`src/rtl/conv_window_sequencer.sv`:
```
// rtl/conv_window_sequencer.sv - kernel/image loader and shared-MAC sliding-window sequencer
module conv_window_sequencer #(
    parameter int DATA_W  = 6,
    parameter int IMG_DIM = 6,
    parameter int K       = 3
) (
    input  logic                                  clk,
    input  logic                                  rst_n,
    input  logic                                  start,
    output logic                                  busy,
    output logic                                  done,
    input  logic                                  wgt_valid,
    output logic                                  wgt_ready,
    input  logic [DATA_W-1:0]                     wgt_data,
    input  logic                                  pix_valid,
    output logic                                  pix_ready,
    input  logic [DATA_W-1:0]                     pix_data,
    output logic                                  out_valid,
    input  logic                                  out_ready,
    output logic [2*DATA_W+$clog2(K*K)-1:0]       out_data,
    output logic [$clog2(IMG_DIM-K+1)-1:0]        out_row,
    output logic [$clog2(IMG_DIM-K+1)-1:0]        out_col,
    output logic                                  out_last
);

    localparam int OUT_DIM = IMG_DIM - K + 1;
    localparam int PROD_W  = 2 * DATA_W;
    localparam int ACC_W   = PROD_W + $clog2(K * K);
    localparam int RC_W    = $clog2(OUT_DIM);
    localparam int NW      = K * K;
    localparam int NP      = IMG_DIM * IMG_DIM;
    localparam int WA_W    = $clog2(NW);
    localparam int PA_W    = $clog2(NP);
    localparam int KI_W    = $clog2(K);

    typedef enum logic [2:0] {
        S_IDLE,
        S_LOAD_W,
        S_LOAD_P,
        S_MAC,
        S_EMIT,
        S_DONE
    } state_t;

    state_t            state_q, state_d;
    logic [WA_W-1:0]   wcnt_q, wcnt_d;
    logic [PA_W-1:0]   pcnt_q, pcnt_d;
    logic [WA_W-1:0]   tap_q, tap_d;
    logic [KI_W-1:0]   kr_q, kr_d;
    logic [KI_W-1:0]   kc_q, kc_d;
    logic [RC_W-1:0]   wr_q, wr_d;
    logic [RC_W-1:0]   wc_q, wc_d;
    logic [ACC_W-1:0]  acc_q, acc_d;

    logic [DATA_W-1:0] w_mem [NW];
    logic [DATA_W-1:0] p_mem [NP];

    logic [PA_W-1:0]   pix_addr;
    logic [DATA_W-1:0] w_rd;
    logic [DATA_W-1:0] p_rd;
    logic [PROD_W-1:0] prod;
    logic              last_win;

    // Shared MAC datapath: current tap's pixel inside the current window times its weight.
    always_comb begin
        pix_addr = PA_W'((int'(wr_q) + int'(kr_q)) * IMG_DIM + int'(wc_q) + int'(kc_q));
        w_rd     = w_mem[tap_q];
        p_rd     = p_mem[pix_addr];
        prod     = {{DATA_W{1'b0}}, w_rd} * {{DATA_W{1'b0}}, p_rd};
        last_win = (wr_q == RC_W'(OUT_DIM - 1)) && (wc_q == RC_W'(OUT_DIM - 1));
    end

    assign out_data = acc_q;
    assign out_row  = wr_q;
    assign out_col  = wc_q;

    // Next-state, counter and handshake-output logic for the load/MAC/emit sequence.
    always_comb begin
        state_d   = state_q;
        wcnt_d    = wcnt_q;
        pcnt_d    = pcnt_q;
        tap_d     = tap_q;
        kr_d      = kr_q;
        kc_d      = kc_q;
        wr_d      = wr_q;
        wc_d      = wc_q;
        acc_d     = acc_q;
        busy      = 1'b0;
        done      = 1'b0;
        wgt_ready = 1'b0;
        pix_ready = 1'b0;
        out_valid = 1'b0;
        out_last  = 1'b0;
        case (state_q)
            S_IDLE: begin
                if (start) begin
                    state_d = S_LOAD_W;
                    wcnt_d  = '0;
                    pcnt_d  = '0;
                end
            end
            S_LOAD_W: begin
                busy      = 1'b1;
                wgt_ready = 1'b1;
                if (wgt_valid) begin
                    if (wcnt_q == WA_W'(NW - 1)) begin
                        state_d = S_LOAD_P;
                        wcnt_d  = '0;
                    end else begin
                        wcnt_d = wcnt_q + WA_W'(1);
                    end
                end
            end
            S_LOAD_P: begin
                busy      = 1'b1;
                pix_ready = 1'b1;
                if (pix_valid) begin
                    if (pcnt_q == PA_W'(NP - 1)) begin
                        state_d = S_MAC;
                        pcnt_d  = '0;
                        tap_d   = '0;
                        kr_d    = '0;
                        kc_d    = '0;
                        wr_d    = '0;
                        wc_d    = '0;
                        acc_d   = '0;
                    end else begin
                        pcnt_d = pcnt_q + PA_W'(1);
                    end
                end
            end
            S_MAC: begin
                busy  = 1'b1;
                acc_d = acc_q + {{(ACC_W - PROD_W){1'b0}}, prod};
                if (tap_q == WA_W'(NW - 1)) begin
                    state_d = S_EMIT;
                    tap_d   = '0;
                    kr_d    = '0;
                    kc_d    = '0;
                end else begin
                    tap_d = tap_q + WA_W'(1);
                    if (kc_q == KI_W'(K - 1)) begin
                        kc_d = '0;
                        kr_d = kr_q + KI_W'(1);
                    end else begin
                        kc_d = kc_q + KI_W'(1);
                    end
                end
            end
            S_EMIT: begin
                busy      = 1'b1;
                out_valid = 1'b1;
                out_last  = last_win;
                if (out_ready) begin
                    if (last_win) begin
                        state_d = S_DONE;
                    end else begin
                        state_d = S_MAC;
                        acc_d   = '0;
                        if (wc_q == RC_W'(OUT_DIM - 1)) begin
                            wc_d = '0;
                            wr_d = wr_q + RC_W'(1);
                        end else begin
                            wc_d = wc_q + RC_W'(1);
                        end
                    end
                end
            end
            S_DONE: begin
                busy    = 1'b1;
                done    = 1'b1;
                state_d = S_IDLE;
            end
            default: begin
                state_d = S_IDLE;
            end
        endcase
    end

    // State and counter registers with synchronous active-low reset.
    always_ff @(posedge clk) begin
        if (!rst_n) begin
            state_q <= S_IDLE;
            wcnt_q  <= '0;
            pcnt_q  <= '0;
            tap_q   <= '0;
            kr_q    <= '0;
            kc_q    <= '0;
            wr_q    <= '0;
            wc_q    <= '0;
            acc_q   <= '0;
        end else begin
            state_q <= state_d;
            wcnt_q  <= wcnt_d;
            pcnt_q  <= pcnt_d;
            tap_q   <= tap_d;
            kr_q    <= kr_d;
            kc_q    <= kc_d;
            wr_q    <= wr_d;
            wc_q    <= wc_d;
            acc_q   <= acc_d;
        end
    end

    // Kernel and image buffers; not cleared by reset because every run rewrites them first.
    always_ff @(posedge clk) begin
        if (rst_n && wgt_ready && wgt_valid) begin
            w_mem[wcnt_q] <= wgt_data;
        end
        if (rst_n && pix_ready && pix_valid) begin
            p_mem[pcnt_q] <= pix_data;
        end
    end

endmodule

```
`config.mk`:
```
export PLATFORM = sky130hd
export DESIGN_NAME = conv_window_sequencer
export DESIGN_NICKNAME = d
export VERILOG_FILES = /design/src/rtl/conv_window_sequencer.sv
export SDC_FILE = /design/constraint.sdc
export NUM_CORES = 1
export LEC_CHECK = 0
export BUFFER_PORTS_ARGS = -buffer_cell sky130_fd_sc_hd__buf_2
export CORE_AREA = 2 2 154 156
export CTS_BUF_LIST = sky130_fd_sc_hd__clkbuf_4 sky130_fd_sc_hd__clkbuf_8
export DETAILED_ROUTE_END_ITERATION = 10
export DIE_AREA = 0 0 156 158
export PLACE_DENSITY = 0.81
export SYNTH_ARGS = -nofsm -noshare
export SYNTH_HDL_FRONTEND = slang
export SYNTH_SLANG_ARGS = --single-unit
```
`constraint.sdc`:
```
create_clock -name clk -period 9.49 [get_ports clk]
set_input_delay 1.898 -clock clk [delete_from_list [all_inputs] [get_ports clk]]
set_output_delay 1.898 -clock clk [all_outputs]
set_load 0.05 [all_outputs]
```
Yosys cells after proc, flatten, opt, wreduce, memory -nomap -nowiden
Memories as Yosys holds them, arrays and structs flattened. A register that Yosys moved wholly into a read port is not among the register bits.
Cells that the tools add are included.
Widths: inputs -> output; s select.
Word-level totals
  flip-flop bits (word level): 41
  output and inout bits: 26
  memories: 2
  word-level logic and storage cells: 119
  memory bits (writable): 270
  bits of input ports: 18
Memory list
  p_mem: depth 36, width 6, rd ports 1, clocked after Yosys merged registers in 0, write ports 1, line 56  | logic [DATA_W-1:0] p_mem [NP];
  w_mem: depth 9, width 6, rd ports 1, clocked after Yosys merged registers in 1, write ports 1, line 55  | logic [DATA_W-1:0] w_mem [NW];
Operators by class
  multiply operators: 2
  add/subtract/negate cells: 11
  reduce and logical (&&, ||, !) cells: 20
  multiplexer cells: 54
  equality and inequality tests: 21
Operator list (count)
  $mux 16: 4
  $pmux 16 s3: 1
  $mux 4: 8
  $mux 2: 12
  $mux 3: 8
  $mux 6: 3
  $ne 2x2->1 const B: 9
  $add 16x12->16: 1
  $pmux 2 s2: 4
  $pmux 4 s2: 2
  $pmux 3 s5: 1
  $add 6x2->6: 2
  $mul 6x6->12: 1
  $pmux 6 s2: 1
  $mux 1: 10
  $reduce_and 5->1: 2
  $reduce_and 3->1: 3
  $add 2x1->2 const B: 4
  $add 4x1->4 const B: 2
  $eq 4x4->1 const B: 2
  $reduce_bool 2->1: 4
  $reduce_and 7->1: 1
  $add 6x1->6 const B: 1
  $eq 2x2->1 const B: 3
  other kinds (13): 19

Logic depth before layout (Yosys ltp)
An unclocked memory read counts as a cell.
  depth after elaboration: 8
  depth in mapped cells: 29
  mapped depth without buffers: 28

Worst setup path before layout
Ideal clock, no wire load.
  path kind: reg2reg
  start point: reg wr_q[0] (netlist: out_row[0])
  end point: reg acc_q[14] (netlist: out_data[14])
  buffers on the path: 2
  required time: 9.369 ns
  setup slack: 2.002 ns
  library setup time: 0.121 ns
  arrival: 7.367 ns
  cell stages (with the launch flop): 28
  clock period less this slack: 7.488 ns
  path through: dfxtp_1 -> ha_1 -> inv_1 -> fa_1 -> inv_1 -> ha_1 -> inv_1 -> fa_1 -> buf_1 -> buf_2 -> mux4_2 -> mux2i_1 -> o21ai_1 -> and2_1 -> fa_1 -> inv_1 -> fa_1 -> inv_1 -> fa_1 -> inv_1 -> fa_1 -> inv_1 -> ha_1 -> nand4b_1 -> a21oi_1 -> o21ai_0 -> a311oi_1 -> mux2_2
Between the ends
  word-level cells in the longest chain between the ends: 8
  elaborated cells between the ends (all ways): 12
  classes of those cells: 4 x add/sub; 2 x mul; 2 x eq/ne; 1 x mux; 2 x reduce/logical; 1 x memory
RTL lines
  from (decl): line 51  | logic [RC_W-1:0] wr_q, wr_d;
  from (signal assigned): line 199  | wr_q <= wr_d;
  $add 2x2->3: line 66  | pix_addr = PA_W'((int'(wr_q) + int'(kr_q)) * IMG_DIM + int'(wc_q) + int'(kc_q));
  $mul 3x2->5: line 66
  $add 6x2->6 (2 in series): line 66
  $mem_v2 36x6
  $mul 6x6->12: line 69  | prod = {{DATA_W{1'b0}}, w_rd} * {{DATA_W{1'b0}}, p_rd};
  $add 16x12->16: line 134  | acc_d = acc_q + {{(ACC_W - PROD_W){1'b0}}, prod};
  $pmux 16 s3: line 94  | case (state_q)
  to (signal assigned): line 191  | acc_q <= '0;
  to (signal assigned): line 201  | acc_q <= acc_d;
  to (decl): line 53  | logic [ACC_W-1:0] acc_q, acc_d;
Parallel ways exist; a longest one is shown, timed or not.
A chain may end at the register's enable or synchronous reset.

Worst setup path in the final report
Same ends and word-level chain as after synthesis.

==> results_dict.tcl <==
set metrics [dict create \
    slew_violations 0 \
    final_common_cell "edfxtp_1" \
    clock-sinks 315 \
    grt_pass1_vias 8328 \
    core_area_um2 23100 \
    grt_pass1_wl_um 45500 \
    status "finished clean" \
    drt-total-wl_um 28900 \
    ys_ff_latch 315 \
    tightest_slew_ns 1.15 \
    fin_nets 1144 \
    start_util_pct 63.5 \
    max_slew_margin_pct 23.3 \
    crit_fanout 24 \
    drv_cap 0 \
    powerDensity_nw_per_um2 213 \
    setup_viol 0 \
    worstSetupPathType "reg -> reg" \
    synth_top_family_by_area "multiplexers" \
    p_total_mw 3.41 \
    wl_per_cell_um 21.0 \
    cts-htree-levels 2 \
    synth_compound_area_share_pct 4.82 \
    hpwl_um 19800 \
    leakagePower_nw 5.68 \
    layout_common_cells "edfxtp_1 (270), nor2_1 (87), inv_1 (82)" \
    drtIter0Drc 736 \
    cts_root_buf "clkbuf_8" \
    portBuffers 43 \
    num_rows 56 \
    drive_gt1_share_pct 19.6 \
    synth.cell_area_um2 14600 \
    dr_total_vias 8336 \
    cts_tree "yes" \
    min_period_over_period_pct 84.5 \
    viasPerCell 6.05 \
    path_clk_slew_ns 0.06 \
    synth_ff_type "edfxtp_1" \
    synth_cell_types 65 \
    chipWidth_um 156 \
    syn_area_per_cell_um2 14.8 \
    synth_edf_count 270 \
    grt_antenna_before_repair 0 \
    firstDrtPassIters 5 \
    synthCells 990 \
    cts_resized 0 \
    async_flop_share_pct 0 \
    cp.required_ns 9.93 \
    ctsHoldBuffers 0 \
    worst_hold_path_type "reg -> reg" \
    io_pins 44 \
    timing.hold.ws_ns 0.482 \
    synthToLayoutAreaGrowth_pct 9.57 \
    finalSetupTns_ns 0 \
    cts_buffers 49 \
    critPathCaptureType "flop" \
    synth_adder_area_share_pct 7.94 \
    die_h_um 158 \
    overflow 0 \
    syn_nets 1083 \
    synth_simple_gate_area_share_pct 8.45 \
    grt_max_degree 43 \
    fmax_ghz 0.125 \
    rsz0062_at_grt "no" \
    antenna_cells 0 \
    finalClockSkew_ns 0.0226 \
    post-route-util_pct 69.6 \
    track_usage_pct 24.4 \
    antenna_left 0 \
    place_congestion 0.885 \
    vdd_ir_drop_max_uv 149 \
    synth_xor_area_share_pct 1.14 \
    cp_data_arrival_time_ns 8.47 \
    ys_seq_area_share_pct 61.5 \
    post_cts_buffers 0 \
    startpoint_type "flop" \
    hold_violations 0 \
    die-area_um2 24600 \
    period_needed_ns 8.02 \
    clockBufferDepth 3 \
    clock_latency_ns 0.56 \
    ys_warn_count 0 \
    muxShareOfSynthArea_pct 12.7 \
    drcViolationCount 0 \
]
## state kept, by name, summed over array words and instances (netlist names), named ones only
name,cells
out_col,2
state_q,3
p_mem,216
pcnt_q,6
out_data,16
kc_q,2
w_mem,54
wcnt_q,4
kr_q,2
tap_q,4
out_row,2
## final cells by class
class | count | area, um2
inverters | 83 | 312
clock inverters | 19 | 144
repair buffers | 47 | 245
flip-flops and latches | 315 | 9010
well taps | 290 | 363
fillers | 1531 | 7000
multi-input cells | 555 | 5150
clock buffers | 69 | 831
## cells in the mapped netlist (all sizes together), types with 5 or more instances
master	n	area [um2]
inv	83	312
nor3	8	40.0
a22oi	12	95.1
nand4	5	31.3
nand3	23	115
or3	7	43.8
a21o	6	45.0
ha	45	563
dfxtp	45	901
and2	21	131
mux2i	25	250
fa	30	601
clkbuf	17	63.8
nand2	53	199
a31oi	5	43.8
edfxtp	270	8110
nor2b	13	81.3
buf	20	131
o21ai	20	100
nor2	88	333
nor3b	6	45.0
mux2	15	169
nand2b	6	37.5
a21oi	31	155
mux4	64	1440
xor2	8	70.1
xnor2	11	96.3
## critical path, cell delays in order (launching register included)
cell and delay, ns:
dfxtp_1 0.40, ha_1 0.16, inv_1 0.04, fa_1 0.57, inv_1 0.09, ha_1 0.30
inv_1 0.05, fa_1 1.25, nor2_1 0.18, a222oi_1 0.37, a22oi_1 0.15, mux2i_1 0.18
o21ai_1 0.18, and2_1 0.26, fa_1 0.50, inv_1 0.05, fa_1 0.47, inv_1 0.05
fa_1 0.52, inv_1 0.05, fa_1 0.50, inv_1 0.04, ha_1 0.34, nand4b_1 0.16
a21oi_1 0.25, o21ai_0 0.12, a311oi_1 0.29, mux2_2 0.36
## report_power, final
part	total, mW	leakage (nW)	internal (mW)	switching, mW
Combinational	0.739	2.37	0.294	0.445
Sequential	1.56	2.79	1.52	0.0345
Clock	1.12	0.521	0.621	0.495
## logic make-up after synthesis
family / Yosys count
AOI/OAI and AO/OA: 104
xor gates and xnor gates: 19
adders and majority gates: 75
buffers and inverters: 120
DFF: 315
muxes: 104
and+or+nand+nor: 253
## path summary, 6_finish.rpt
check / startpoint / endpoint / slack [ns] / depth (start not counted)
max: out_row[0] / out_data[14] / 1.47 / 27
max reg2reg: out_row[0] / out_data[14] / 1.47 / 27
min reg2reg: kr_q[1] / kr_q[1] / 0.48 / 2
min: kr_q[1] / kr_q[1] / 0.48 / 2
## metal layers
metal  global-route usage, %  share of wire (%)  vias to the layer above
met4                    7.65                2.2                        0
li1                        -                  -                     3815
met5                       0                  0                        -
met3                    4.24                6.3                       52
met1                    32.5                 41                     4166
met2                    41.7                 50                      303
## per-stage QoR
step           area (um2)  setup slack, ns  std cells
2_1_floorplan       14600             2.00        990
3_3_place_gp        15100             1.77       1290
3_5_place_dp        15100             1.57       1290
4_1_cts             16100             1.50       1378
5_1_grt             16100            0.840       1378
6_report            16100             1.47       1378
Power figures use the tool's default switching activity.
